File: config.mk
export PLATFORM = sky130hd
export DESIGN_NAME = br_seq_ctrl
export DESIGN_NICKNAME = d
export VERILOG_FILES = /design/src/rtl/br_seq_ctrl_pkg.sv /design/src/rtl/br_seq_ctrl_cond_eval.sv /design/src/rtl/br_seq_ctrl.sv
export SDC_FILE = /design/constraint.sdc
export NUM_CORES = 1
export LEC_CHECK = 0
export BUFFER_PORTS_ARGS = -buffer_cell sky130_fd_sc_hd__buf_2
export CORE_ASPECT_RATIO = 1.5
export CORE_MARGIN = 5
export CORE_UTILIZATION = 49
export DETAILED_ROUTE_END_ITERATION = 8
export PLACE_DENSITY = 0.78
export SETUP_SLACK_MARGIN = 0.15
export SLEW_MARGIN = 40
export SYNTH_ARGS = -nofsm -noshare
export SYNTH_HDL_FRONTEND = slang
export SYNTH_SLANG_ARGS = --single-unit
File: constraint.sdc
create_clock -name clk -period 1.96 [get_ports clk]
set_input_delay 0.294 -clock clk [delete_from_list [all_inputs] [get_ports clk]]
set_output_delay 0.294 -clock clk [all_outputs]
set_load 0.03 [all_outputs]
File: src/rtl/br_seq_ctrl_pkg.sv
// -----------------------------------------------------------------------------
// lc3b_types
// Shared LC-3b control types: sequencer state encoding, opcode / nzp typedefs,
// the BR opcode value, PC-mux select constants and a branch-mask helper.
// -----------------------------------------------------------------------------
package lc3b_types;

    typedef enum logic [2:0] {
        FETCH1   = 3'd0,
        FETCH2   = 3'd1,
        FETCH3   = 3'd2,
        DECODE   = 3'd3,
        BR_TAKEN = 3'd4,
        EXEC     = 3'd5
    } ctrl_state_t;

    typedef logic [3:0] lc3b_opcode;
    typedef logic [2:0] lc3b_nzp;

    localparam lc3b_opcode op_br = 4'b0000;

    localparam logic pcmux_plus2 = 1'b0;
    localparam logic pcmux_br    = 1'b1;

    // A branch condition holds when any flag selected by the mask is set.
    // A zero mask or an uninitialised (all-zero) condition code never matches.
    function automatic logic nzp_match(input lc3b_nzp mask, input lc3b_nzp cc);
        return |(mask & cc);
    endfunction

endpackage

File: src/rtl/br_seq_ctrl_cond_eval.sv
// -----------------------------------------------------------------------------
// br_cond_eval
// Combinational branch-condition evaluator.
//   opcode   : IR[15:12]
//   ir_nzp   : IR[11:9] branch mask
//   cc_nzp   : condition-code register {n,z,p}
//   is_br    : opcode is a BR instruction
//   br_taken : BR instruction whose mask matches the condition codes
// -----------------------------------------------------------------------------
module br_cond_eval
    import lc3b_types::*;
#(
    parameter lc3b_opcode OP_BR = op_br
) (
    input  lc3b_opcode opcode,
    input  lc3b_nzp    ir_nzp,
    input  lc3b_nzp    cc_nzp,
    output logic       is_br,
    output logic       br_taken
);

    assign is_br    = (opcode == OP_BR);
    assign br_taken = is_br & nzp_match(ir_nzp, cc_nzp);

endmodule

File: src/rtl/br_seq_ctrl.sv
// -----------------------------------------------------------------------------
// br_seq_ctrl
// LC-3b multicycle sequencer: instruction fetch, decode and conditional-branch
// resolution. Non-BR opcodes are handed to the execute controller through an
// exec_req / exec_done handshake. Taken branches are counted (saturating).
//   clk, reset_n          : clock (rising edge), async active-low reset
//   opcode, ir_nzp        : IR[15:12], IR[11:9]
//   cc_nzp                : condition codes {n,z,p}
//   mem_resp, exec_done   : single-cycle completion pulses
//   mem_read, load_mar, load_mdr, load_ir, load_pc, pcmux_sel, exec_req
//                         : datapath / handshake controls
//   br_taken_cnt          : saturating taken-branch counter
// -----------------------------------------------------------------------------
module br_seq_ctrl
    import lc3b_types::*;
#(
    parameter int         CNT_W = 16,
    parameter lc3b_opcode OP_BR = op_br
) (
    input  logic             clk,
    input  logic             reset_n,
    input  logic [3:0]       opcode,
    input  logic [2:0]       ir_nzp,
    input  logic [2:0]       cc_nzp,
    input  logic             mem_resp,
    input  logic             exec_done,
    output logic             mem_read,
    output logic             load_mar,
    output logic             load_mdr,
    output logic             load_ir,
    output logic             load_pc,
    output logic             pcmux_sel,
    output logic             exec_req,
    output logic [CNT_W-1:0] br_taken_cnt
);

    localparam logic [CNT_W-1:0] CNT_MAX = {CNT_W{1'b1}};
    localparam logic [CNT_W-1:0] CNT_ONE = {{(CNT_W-1){1'b0}}, 1'b1};

    ctrl_state_t      state_r;
    ctrl_state_t      next_state_s;
    logic [CNT_W-1:0] cnt_r;
    logic             is_br_s;
    logic             br_taken_s;

    br_cond_eval #(
        .OP_BR (OP_BR)
    ) u_cond (
        .opcode   (opcode),
        .ir_nzp   (ir_nzp),
        .cc_nzp   (cc_nzp),
        .is_br    (is_br_s),
        .br_taken (br_taken_s)
    );

    // State register; reset returns to the start of a fetch.
    always_ff @(posedge clk or negedge reset_n) begin
        if (!reset_n) begin
            state_r <= FETCH1;
        end else begin
            state_r <= next_state_s;
        end
    end

    // Taken-branch counter: bumps on the edge leaving BR_TAKEN, sticks at all-ones.
    always_ff @(posedge clk or negedge reset_n) begin
        if (!reset_n) begin
            cnt_r <= {CNT_W{1'b0}};
        end else if ((state_r == BR_TAKEN) && (cnt_r != CNT_MAX)) begin
            cnt_r <= cnt_r + CNT_ONE;
        end else begin
            cnt_r <= cnt_r;
        end
    end

    // Next-state logic. mem_resp and exec_done only matter in their own states.
    always_comb begin
        next_state_s = state_r;
        case (state_r)
            FETCH1: begin
                next_state_s = FETCH2;
            end
            FETCH2: begin
                if (mem_resp) begin
                    next_state_s = FETCH3;
                end else begin
                    next_state_s = FETCH2;
                end
            end
            FETCH3: begin
                next_state_s = DECODE;
            end
            DECODE: begin
                if (br_taken_s) begin
                    next_state_s = BR_TAKEN;
                end else if (is_br_s) begin
                    next_state_s = FETCH1;
                end else begin
                    next_state_s = EXEC;
                end
            end
            BR_TAKEN: begin
                next_state_s = FETCH1;
            end
            EXEC: begin
                if (exec_done) begin
                    next_state_s = FETCH1;
                end else begin
                    next_state_s = EXEC;
                end
            end
            default: begin
                next_state_s = FETCH1;
            end
        endcase
    end

    // Output decode. Gated directly by reset_n so nothing is driven high while
    // reset is held, even though the state register already reads FETCH1.
    // load_mdr is the one Mealy output: it follows mem_resp inside FETCH2.
    always_comb begin
        mem_read  = 1'b0;
        load_mar  = 1'b0;
        load_mdr  = 1'b0;
        load_ir   = 1'b0;
        load_pc   = 1'b0;
        pcmux_sel = pcmux_plus2;
        exec_req  = 1'b0;
        if (!reset_n) begin
            mem_read  = 1'b0;
        end else begin
            case (state_r)
                FETCH1: begin
                    load_mar  = 1'b1;
                    load_pc   = 1'b1;
                    pcmux_sel = pcmux_plus2;
                end
                FETCH2: begin
                    mem_read = 1'b1;
                    load_mdr = mem_resp;
                end
                FETCH3: begin
                    load_ir = 1'b1;
                end
                DECODE: begin
                    load_ir = 1'b0;
                end
                BR_TAKEN: begin
                    // PC already holds PC+2, so the branch adder sees the
                    // incremented PC.
                    load_pc   = 1'b1;
                    pcmux_sel = pcmux_br;
                end
                EXEC: begin
                    exec_req = 1'b1;
                end
                default: begin
                    exec_req = 1'b0;
                end
            endcase
        end
    end

    assign br_taken_cnt = cnt_r;

endmodule

# Yosys cells after proc, flatten, opt, wreduce, memory -nomap -nowiden
# Index checks and enable logic that the tools add are counted.
# word_totals
in_bits,14
out_inout_bits,23
reg_bits,19
wordCells,35
# op_classes
bitwise_logic,2
n_reduce_logical,5
n_addsub,1
eq_ne,6
mux,19
# op_table
cell,count
"adder 16 x 1 -> 16 bit, second input constant",1
"!= test 16 bit, second input constant",1
one-hot mux 3 bit (5 select lines),1
2-to-1 mux 1 bit,14
2-to-1 mux 3 bit,3
"== test 3 x 2 -> 1 bit, second input constant",2
"== test 3 bit, second input constant",2
logical NOT 4 bit,1
bitwise AND 3 bit,1
"== test 3 x 1 -> 1 bit, second input constant",1
logical NOT 3 bit,1
OR reduction 3 bit,1
2-to-1 mux 2 bit,1
OR reduction 2 bit,1
bitwise AND 1 bit,1
logical AND 1 bit,1

# Depth between registers and ports, before layout
# Gate-level depths: netlist of the first run.
# logic_depth
depth_word,5
mapped_depth,5
mapped_depth_nobuf,5

# Hierarchy
# Synthesis of the first run repeated with hierarchy kept, for this count alone.
# hier_totals
hier_cells,103
hier_area_um2,1064.8
# by_module_without_submodules
mod,n_inst,seq_area_each_um2,area_each_um2,cells_each
br_seq_ctrl,1,475.5,1027.2,100
br_cond_eval,1,0.0,37.5,3

# Worst setup path before layout of the first run
# No wires, ideal clock.
# synth_timing
path_kind,reg-to-output
startpoint,register state_r[1]
endpoint,output load_mar
n_path_buf,1
t_required_ps,1666
stages_incl_launch_ff,4
path_slack_ps,-194
t_arrival_ps,1860
path_cell_list,dfrtp_1 buf_6 nor3b_1 nor2b_1
# synth_via
elab_chain_cells,3
# synth_lines
element,line_no,rtl
start: declaration,br_seq_ctrl.sv:40,ctrl_state_t state_r;
start signal: assignment,br_seq_ctrl.sv:61,state_r <= next_state_s;
logical NOT 3 bit,br_seq_ctrl.sv:132,case (state_r)
2-to-1 mux 1 bit,br_seq_ctrl.sv:132,
2-to-1 mux 1 bit,br_seq_ctrl.sv:129,if (!reset_n) begin
end: declaration,br_seq_ctrl.sv:28,"output logic load_mar,"
# No other way between the ends.

# Worst setup path after layout of the first run
# layout_timing
startpoint,register cnt_r[4] (netlist: br_taken_cnt[4])
endpoint,register cnt_r[15] (netlist: br_taken_cnt[15])
# layout_via
elab_chain_cells,2
word_cells_on_any_way,3
cone_classes,add/sub (1); eq/ne (1); reduce/logical (1)
# layout_lines
element,line_no,rtl
start: declaration,br_seq_ctrl.sv:42,logic [CNT_W-1:0] cnt_r;
start signal: assignment,br_seq_ctrl.sv:68,cnt_r <= {CNT_W{1'b0}};
start signal: assignment,br_seq_ctrl.sv:70,cnt_r <= cnt_r + CNT_ONE;
start signal: assignment,br_seq_ctrl.sv:72,cnt_r <= cnt_r;
"parallel branches: the longest is 2 deep, another holds adder 16 x 1 -> 16 bit",-,
# Several ways; the timed one is not identified.
# A chain may end at the register's enable or synchronous reset.

==> results.py, run 1 <==
metrics = {
    "synthesis": {
        "synthesis.yosys.warnings": 0,
        "mappedNetlistNets": 123,
        "synthDominantAreaCellType": "dfrtp_1",
        "netlist-cell-type-count": 42,
        "async_reset_ff_share_pct": 100,
        "synth_edf_count": 0,
        "synthDominantCellAreaShare_pct": 43.2,
        "ys_seq_elements": 19,
        "syn_area_mm2": 0.00110,
        "synthFlopType": "dfrtp_1",
        "synth-seq-area-share_pct": 43.2,
        "post_synth_inst_count": 108,
        "yosys-top-cells-area": "dfrtp_1, a21oi_1, xor2_1",
        "postSynthAreaPerCell_um2": 10.2,
    },
    "sta": {
        "unrepaired_setup_endpoints_after_global_routing": "yes",
        "worst_slew_pin_slew_ns": 0.444,
        "timing.fmax_mhz": 565,
        "maxSlewHeadroom_pct": 70.2,
        "setup_failing_eps_final": 0,
        "finalClockSkew_ns": 0.00323,
        "layout_setup_ws_ns": 0.190,
        "finalCriticalPeriod_ns": 1.77,
        "drv_slew": 0,
        "hold_viol_final": 0,
        "fin_tns_setup_ns": 0,
        "final.period_utilization_pct": 90.3,
    },
    "final_layout": {
        "mostFrequentLayoutCell": "buf_2",
        "fraction_of_layout_instances_using_a_drive_strength_above_1_pct": 40.3,
        "layout.cells.most_common_list": "buf_2, dfrtp_1, buf_4",
        "num-fill-cells": 181,
        "count_of_placed_standard_cells_in_the_final_layout_fillers_left_out": 177,
        "final_util_pct": 65.4,
        "finalNetCount": 170,
        "antenna-diode-count": 0,
        "area_growth_pct": 31.0,
    },
    "setup_path": {
        "timing.critical_path.slowest_cell_delay_ns": 0.50,
        "cp.arrival_ns": 2.00,
        "critPathBufInv": 0,
        "cp_top_family": "simple AND/OR/NAND/NOR gates",
        "crit_path_kind": "reg -> reg",
        "required_ns": 2.19,
        "timing.critical_path.fanout_max": 7,
        "worst_path_max_delay_cell": "dfrtp_1",
        "regToRegStartpoint": "br_taken_cnt[4]",
        "timing.critical_path.from_type": "flip-flop",
        "critPathLaunch": "br_taken_cnt[4]",
        "timing.critical_path.cells": "nand3_1 -> nor3_4 -> nor4b_2 -> xor2_1",
        "critical_path_capture_point_type": "flip-flop",
    },
    "die": {
        "io_pins": 37,
        "starting_density_of_the_core_pct": 49.9,
        "dieWidth_um": 48.7,
        "core_mm2": 0.00221,
        "fp.dieH_um": 68.1,
        "floorplan.die_area_mm2": 0.00331,
        "fp-row-count": 21,
    },
    "route": {
        "postRouteWirelength_um": 2850,
        "first_pass_iters": 4,
        "detail-route-antenna-nets": 0,
        "route.detailed.wl_per_inst_um": 16.1,
        "drt_first_iter_violations": 23,
        "vias_cell": 5.97,
        "drc": 0,
        "num_vias": 1056,
    },
    "cts": {
        "cts_max_path_buffers": 2,
        "clk_root_buffer_cell": "clkbuf_4",
        "numCtsBuffers": 3,
        "clock_insertion_delay_worst_skew_ns": 0.30,
        "clk_pin_slew_ns": 0.10,
        "cts_tree": "built",
        "htreeDepth": 1,
        "cts_num_sinks": 19,
    },
    "pwr": {
        "power_mw": 1.33,
        "power_density_mw_per_mm2": 919,
        "vdd_drop_max_uv": 580,
        "static-leakage-power_nw": 0.741,
    },
    "global_route": {
        "grt_antenna_before_repair": 0,
        "total_routing_usage_gr_pct": 18.0,
        "via_count_of_the_first_global_routing_pass": 1052,
        "grt_max_degree": 12,
        "grt_overflow_total": 0,
        "wire_length_of_the_first_global_routing_pass_um": 4770,
    },
    "place": {
        "numPortBuffers": 36,
        "gpl.final_weighted_congestion": 0.849,
        "pre_cts_slack_ns": 0.187,
        "hpwlAfterDp_um": 2100,
        "numPlacedInstances": 170,
    },
    "hold_path": {
        "hold_path.startpoint": "mem_resp",
        "hold_path.class": "in -> reg",
    },
    "run_status": {
        "status": "finished, final reports clean",
    },
    "flow_run": {
        "maxCapViolations": 0,
    },
}
[registers in the layout (all words and copies together) (netlist names)]
name          count
br_taken_cnt     16
state_r           3
[worst paths after layout]
path / to / slack [ns] / depth (start not counted)
setup reg to reg: br_taken_cnt[15] / 0.19 / 4
hold reg to reg: br_taken_cnt[0] / 0.53 / 1
max in group asynchronous: br_taken_cnt[7] / 1.15 / 2
hold / removal: state_r[1] / 0.28 / 3
setup / recovery: br_taken_cnt[15] / 0.19 / 4
min in group asynchronous: br_taken_cnt[12] / 0.51 / 2
[cells by family after synthesis]
group | Yosys count | share of synthesized area [%]
AND/OR/NAND/NOR | 53 | 31.4
AO/OA/AOI/OAI | 23 | 14.2
adder cells (fa/ha/maj) | 1 | 1.14
buffers and inverters | 3 | 2.05
XOR/XNOR | 6 | 4.77
multiplexers | 3 | 3.30
flip-flops | 19 | 43.2
[worst min-delay path, stage by stage]
cell and delay, ns:
buf_2 0.11, nand3b_1 0.08, a21oi_1 0.07
[through the flow]
| step | instance area [µm²] | hold WS (ns) |
|---|---|---|
| 4_1_cts | 1400 | 0.280 |
| 2_1_floorplan | 1120 | -0.00159 |
| 6_report | 1440 | 0.282 |
| 3_5_place_dp | 1350 | 0.184 |
| 3_3_place_gp | 1350 | 0.182 |
| 5_1_grt | 1440 | 0.309 |
[Yosys cell counts, types with 3 or more instances]
cell type and number:
nor2_1 4, nand3b_1 3, xor2_1 5, nand4_1 3
or2b_1 3, o21a_1 3, and3_1 5, nand2_1 6
nor3_1 4, and2_1 3, nand3_1 8, a21oi_1 9
dfrtp_1 19
[layer usage]
metal | vias up | GRT usage (%) | share of wire (%)
met2 | 39 | 31.9 | 51
met3 | 9 | 3.70 | 7.3
li1 | 505 | - | -
met1 | 503 | 20.3 | 39
met4 | 0 | 9.43 | 3.1
met5 | - | 0 | 0
[layout make-up]
type                    count  area [µm²]  area share, %
multi-input cells          86         652           45.2
flip-flops and latches     19         478           33.1
repair buffers             45         258           17.9
well taps                  23        28.8           1.99
clock buffers               4        26.3           1.82
[timing repair]
item | CTS | global route
pin swaps | 0 | 2
endpoints found under the hold margin | 9 | 0
resized for setup | 1 | 9
hold buffers | 2 | 0
endpoints found under the setup margin | 1 | 9
buffers inserted | 0 | 1
[where the power goes]
part / internal [mW] / switching (mW)
logic: 0.246 / 0.364
registers: 0.458 / 0.0590
clock network: 0.0794 / 0.119
No activity file was read; power rests on OpenSTA's default activity.
==> run 2: changes to the inputs <==
--- a/config.mk
+++ b/config.mk
@@ -11,6 +11,7 @@
 export CORE_UTILIZATION = 49
 export DETAILED_ROUTE_END_ITERATION = 8
 export PLACE_DENSITY = 0.78
+export REMOVE_ABC_BUFFERS = 1
 export SETUP_SLACK_MARGIN = 0.15
 export SLEW_MARGIN = 40
 export SYNTH_ARGS = -nofsm -noshare
==> run 2 against run 1 <==
Against the previous run: worst hold slack gained 0.022 ns; clock power shrank 3%; die area is the same; clock skew grew 0.0025 ns; clock-buffer cell count is the same; first-iteration DRC count grew 96%; combinational power shrank 0.8%; sequential power is essentially flat; utilization shrank 0.96 points; sequential share of layout area grew 0.41 points.
==> results.py, run 2 (same netlist as run 1, synthesis figures left out) <==
metrics = {
    "run_status": {
        "status": "finished, final reports clean",
    },
    "setup_path": {
        "required_ns": 1.67,
        "timing.critical_path.cells": "buf_4 -> nor3b_2 -> nor2b_1 -> buf_2",
        "timing.critical_path.from_type": "flip-flop",
        "crit_path_kind": "reg -> out",
        "worst_path_max_delay_cell": "dfrtp_1",
        "timing.critical_path.fanout_max": 9,
        "timing.critical_path.slowest_cell_delay_ns": 0.38,
        "cp.arrival_ns": 1.41,
        "critical_path_capture_point_type": "output port",
    },
    "cts": {
        "clock_insertion_delay_worst_skew_ns": 0.29,
        "numCtsBuffers": 3,
        "cts_num_sinks": 19,
        "htreeDepth": 1,
        "clk_root_buffer_cell": "clkbuf_4",
        "cts_tree": "built",
        "clk_pin_slew_ns": 0.10,
        "cts_max_path_buffers": 2,
    },
    "global_route": {
        "via_count_of_the_first_global_routing_pass": 1064,
        "grt_antenna_before_repair": 0,
        "grt_overflow_total": 0,
        "grt_max_degree": 20,
        "wire_length_of_the_first_global_routing_pass_um": 4710,
        "total_routing_usage_gr_pct": 17.8,
    },
    "final_layout": {
        "finalNetCount": 171,
        "area_growth_pct": 29.1,
        "largest_reg_flops": 16,
        "postLayoutCellArea_mm2": 0.00142,
        "mostFrequentLayoutCell": "buf_2",
        "ff_latch_area_um2": 477,
        "fraction_of_layout_instances_using_a_drive_strength_above_1_pct": 39.4,
        "final_util_pct": 64.4,
        "multi_input_area_um2": 626,
        "antenna-diode-count": 0,
        "layout.cells.most_common_list": "buf_2, dfrtp_1, a21oi_1, buf_4, nand3_1",
        "num-fill-cells": 188,
    },
    "sta": {
        "maxSlewHeadroom_pct": 73.2,
        "unrepaired_setup_endpoints_after_global_routing": "no",
        "final.period_utilization_pct": 86.8,
        "hold_viol_final": 0,
        "timing.fmax_mhz": 588,
        "worst_slew_pin_slew_ns": 0.399,
        "finalClockSkew_ns": 0.00577,
        "drv_slew": 0,
        "setup_failing_eps_final": 0,
        "worst_slack_on_hold_paths_ns": 0.303,
        "finalCriticalPeriod_ns": 1.70,
    },
    "place": {
        "hpwlAfterDp_um": 2120,
        "numPortBuffers": 36,
        "post_dp_cell_area_mm2": 0.00134,
        "gpl.final_weighted_congestion": 0.881,
    },
    "pwr": {
        "static-leakage-power_nw": 0.730,
        "internal_power_of_the_cells_mw": 0.786,
        "combPwrFrac_pct": 46.0,
        "power.share.switching_pct": 40.2,
        "power_density_mw_per_mm2": 926,
        "power_mw": 1.32,
        "switchingPower_mw": 0.529,
        "vdd_drop_max_uv": 835,
        "pwr-share-clk_pct": 14.6,
        "share_seq_of_total_power_pct": 39.4,
    },
    "route": {
        "drc": 0,
        "first_pass_iters": 5,
        "route.detailed.wl_per_inst_um": 15.6,
        "vias_cell": 5.99,
        "dr_wl_met2_um": 1420,
        "detail-route-antenna-nets": 0,
        "postRouteWirelength_um": 2780,
        "highest_metal_layer_with_signal_wires": "met4",
        "num_vias": 1067,
        "drt_first_iter_violations": 45,
        "met3RoutedLength_um": 245,
        "route.layer.met1.wl_um": 1090,
    },
    "die": {
        "starting_density_of_the_core_pct": 49.9,
        "core_mm2": 0.00221,
        "dieWidth_um": 48.7,
        "fp-row-count": 21,
        "floorplan.die_area_mm2": 0.00331,
        "io_pins": 37,
        "fp.dieH_um": 68.1,
    },
    "hold_path": {
        "hold_path.class": "in -> reg",
    },
    "flow_run": {
        "maxCapViolations": 0,
    },
}
run 2: cell count changes in the layout (fill, tap and decap cells not counted), sizes merged:
cell         before  now
buf              43   45
dlygate4sd3       2    1
run 2: worst paths after layout:
kind                            startpoint               end  slack (ns)  depth (start not counted)
min in group asynchronous          reset_n  br_taken_cnt[14]        0.54                          3
min reg2reg                br_taken_cnt[0]   br_taken_cnt[0]        0.52                          1
max reg2reg                     state_r[0]   br_taken_cnt[1]        0.30                          4
max                             state_r[1]          load_mar        0.26                          4
min                               mem_resp        state_r[1]        0.30                          3
max in group asynchronous          reset_n   br_taken_cnt[0]        1.20                          3
run 2: per-stage QoR:
stage / setup slack [ns] / TNS, ns / instances
6_report: 0.258 / 0 / 178
5_1_grt: 0.131 / 0 / 178
2_1_floorplan: -0.166 / -0.184 / 105
3_3_place_gp: 0.268 / 0 / 171
3_5_place_dp: 0.175 / 0 / 171
4_1_cts: 0.159 / 0 / 175
run 2: repair_timing:
| action | CTS | global route |
|---|---|---|
| gates resized for setup | 0 | 8 |
| hold buffers | 0 | 1 |
| endpoints found under the setup margin | 0 | 13 |
| setup buffers | 0 | 2 |
| hold endpoints to repair | 0 | 10 |
run 2: critical path, delay by kind of cell, from the launching register on:
kind / cells / cell delay [ns]
flip-flops: 1 / 0.38
buffers and inverters: 2 / 0.37
AND/OR/NAND/NOR: 2 / 0.37
run 2: power by group through the flow:
stage	registers (mW)	clock network, mW	logic (mW)
6_report	0.518	0.193	0.605
5_1_grt	0.528	0.231	0.661
4_1_cts	0.512	0.200	0.555
3_5_place_dp	0.519	0	0.553
3_3_place_gp	0.511	0	0.539
2_1_floorplan	0.616	0	0.255
run 2: cell type report:
class / count / area share [%]
multi-input combinational: 86 / 44.0
tap: 23 / 2.02
clock buffer: 4 / 1.85
sequential: 19 / 33.5
timing repair buffer: 46 / 18.6
run 2: per-layer routing:
metal  track usage (%)  vias up
li1                  -      505
met1              18.7      517
met2              32.5       41
met3              6.32        4
met4              6.73        0
met5                 0        -
==> run 3: changes to the inputs <==
--- a/config.mk
+++ b/config.mk
@@ -10,7 +10,7 @@
 export CORE_MARGIN = 5
 export CORE_UTILIZATION = 49
 export DETAILED_ROUTE_END_ITERATION = 8
-export PLACE_DENSITY = 0.78
+export PLACE_DENSITY = 0.83
 export REMOVE_ABC_BUFFERS = 1
 export SETUP_SLACK_MARGIN = 0.15
 export SLEW_MARGIN = 40
==> run 3 against run 2 <==
Against the previous run: sequential power barely moved; routed wire length fell by 0.29%; first-iteration DRC count fell by 6.7%; register-to-register slack got worse by 0.06 ns; worst hold slack got worse by 0.017 ns; via count rose by 2.7%; largest power group unchanged; utilization rose by 0.51 points; critical path depth rose by 1.
==> results.py, run 3 (same netlist as run 1, synthesis figures left out) <==
metrics = {
    "run_status": {
        "status": "finished, final reports clean",
    },
    "setup_path": {
        "timing.critical_path.from_type": "flip-flop",
        "critical_path_capture_point_type": "flip-flop",
        "cp.arrival_ns": 1.92,
        "timing.critical_path.fanout_max": 5,
        "required_ns": 2.16,
        "crit_path_kind": "reg -> reg",
        "worst_r2r_path_depth": 5,
    },
    "route": {
        "postRouteWirelength_um": 2770,
        "first_pass_iters": 5,
        "drc": 0,
        "detail-route-antenna-nets": 0,
        "vias_cell": 6.16,
        "route.detailed.wl_per_inst_um": 15.6,
        "num_vias": 1096,
        "drt_first_iter_violations": 42,
    },
    "cts": {
        "cts_tree": "built",
        "htreeDepth": 1,
        "cts_max_path_buffers": 2,
        "clk_pin_slew_ns": 0.10,
        "cts_num_sinks": 19,
        "clock_insertion_delay_worst_skew_ns": 0.31,
        "clk_root_buffer_cell": "clkbuf_4",
        "numCtsBuffers": 3,
    },
    "global_route": {
        "grt_max_degree": 15,
        "wire_length_of_the_first_global_routing_pass_um": 4610,
        "via_count_of_the_first_global_routing_pass": 1065,
        "grt_antenna_before_repair": 0,
        "total_routing_usage_gr_pct": 17.6,
        "grt_overflow_total": 0,
    },
    "pwr": {
        "power.share.switching_pct": 40.6,
        "switchingPower_mw": 0.533,
        "share_seq_of_total_power_pct": 39.3,
        "power_mw": 1.31,
        "power_density_mw_per_mm2": 918,
        "pwr-share-clk_pct": 15.1,
        "internal_power_of_the_cells_mw": 0.781,
        "vdd_drop_max_uv": 827,
        "static-leakage-power_nw": 0.733,
        "combPwrFrac_pct": 45.7,
    },
    "die": {
        "io_pins": 37,
        "starting_density_of_the_core_pct": 49.9,
        "dieWidth_um": 48.7,
        "fp.dieH_um": 68.1,
        "core_mm2": 0.00221,
        "floorplan.die_area_mm2": 0.00331,
        "fp-row-count": 21,
    },
    "final_layout": {
        "area_growth_pct": 30.1,
        "antenna-diode-count": 0,
        "postLayoutCellArea_mm2": 0.00143,
        "finalNetCount": 171,
        "fraction_of_layout_instances_using_a_drive_strength_above_1_pct": 38.1,
        "layout.cells.most_common_list": "buf_2, dfrtp_1, a21oi_1",
        "mostFrequentLayoutCell": "buf_2",
        "largest_reg_flops": 16,
        "final_util_pct": 64.9,
    },
    "hold_path": {
        "hold_path.class": "in -> reg",
        "worstHoldPathCells": 3,
    },
    "flow_run": {
        "maxCapViolations": 0,
    },
    "sta": {
        "timing.fmax_mhz": 580,
        "unrepaired_setup_endpoints_after_global_routing": "yes",
        "final.period_utilization_pct": 87.9,
        "drv_slew": 0,
        "finalClockSkew_ns": 0.00320,
        "finalCriticalPeriod_ns": 1.72,
        "worst_slew_pin_slew_ns": 0.429,
        "hold_viol_final": 0,
        "maxSlewHeadroom_pct": 71.2,
        "setup_failing_eps_final": 0,
    },
    "place": {
        "post_dp_cell_area_mm2": 0.00134,
        "gpl.final_weighted_congestion": 0.859,
        "numPortBuffers": 36,
        "hpwlAfterDp_um": 2080,
    },
}
run 3: critical path, stage by stage (launching register included):
cell	delay, ns
dfrtp_1	0.43
ha_1	0.24
nand3_2	0.17
nor4_4	0.34
nand3_2	0.11
mux2_4	0.31
run 3: per-stage QoR:
stage / setup TNS, ns / cells / hold WS, ns / worst slack (ns)
final: 0 / 178 / 0.287 / 0.237
after global routing: 0 / 178 / 0.275 / 0.107
after CTS: 0 / 177 / 0.282 / 0.158
after detailed placement: 0 / 171 / 0.146 / 0.197
after global placement: 0 / 171 / 0.141 / 0.276
after floorplan: -0.184 / 105 / -0.00159 / -0.166
run 3: power groups by stage:
stage	combinational [mW]	sequential [mW]	clock, mW
final	0.600	0.516	0.198
after global routing	0.650	0.527	0.233
after floorplan	0.255	0.616	0
after detailed placement	0.548	0.520	0
after global placement	0.534	0.511	0
after CTS	0.557	0.510	0.206
run 3: cell type report:
class	instances	area [µm²]
clock buffer	4	26.3
fill	188	774
multi-input combinational	86	632
sequential	19	475
tap	23	28.8
timing repair buffer	46	270
run 3: repair_timing:
item	in CTS	in global routing
endpoints found under the setup margin	1	12
resized for setup	1	8
pin swaps	0	1
hold endpoints to repair	5	0
hold buffers	2	0
setup buffers	0	1
run 3: path summary, 6_finish.rpt:
kind,from,endpoint,slack [ns]
worst max-delay path,br_taken_cnt[0],br_taken_cnt[12],0.24
max in group asynchronous,reset_n,br_taken_cnt[0],1.27
min in group asynchronous,reset_n,br_taken_cnt[5],0.43
worst min register to register,br_taken_cnt[15],br_taken_cnt[15],0.55
worst max register to register,br_taken_cnt[0],br_taken_cnt[12],0.24
worst min-delay path,mem_resp,state_r[1],0.29
run 3: layer usage:
layer,wire length (µm),part of all wire (%),up-vias,GRT usage [%]
met1,1010,36,509,17.9
met3,294,11,17,5.23
met5,0,0,-,0
met4,106,3.8,0,10.4
li1,-,-,505,-
met2,1360,49,65,31.7
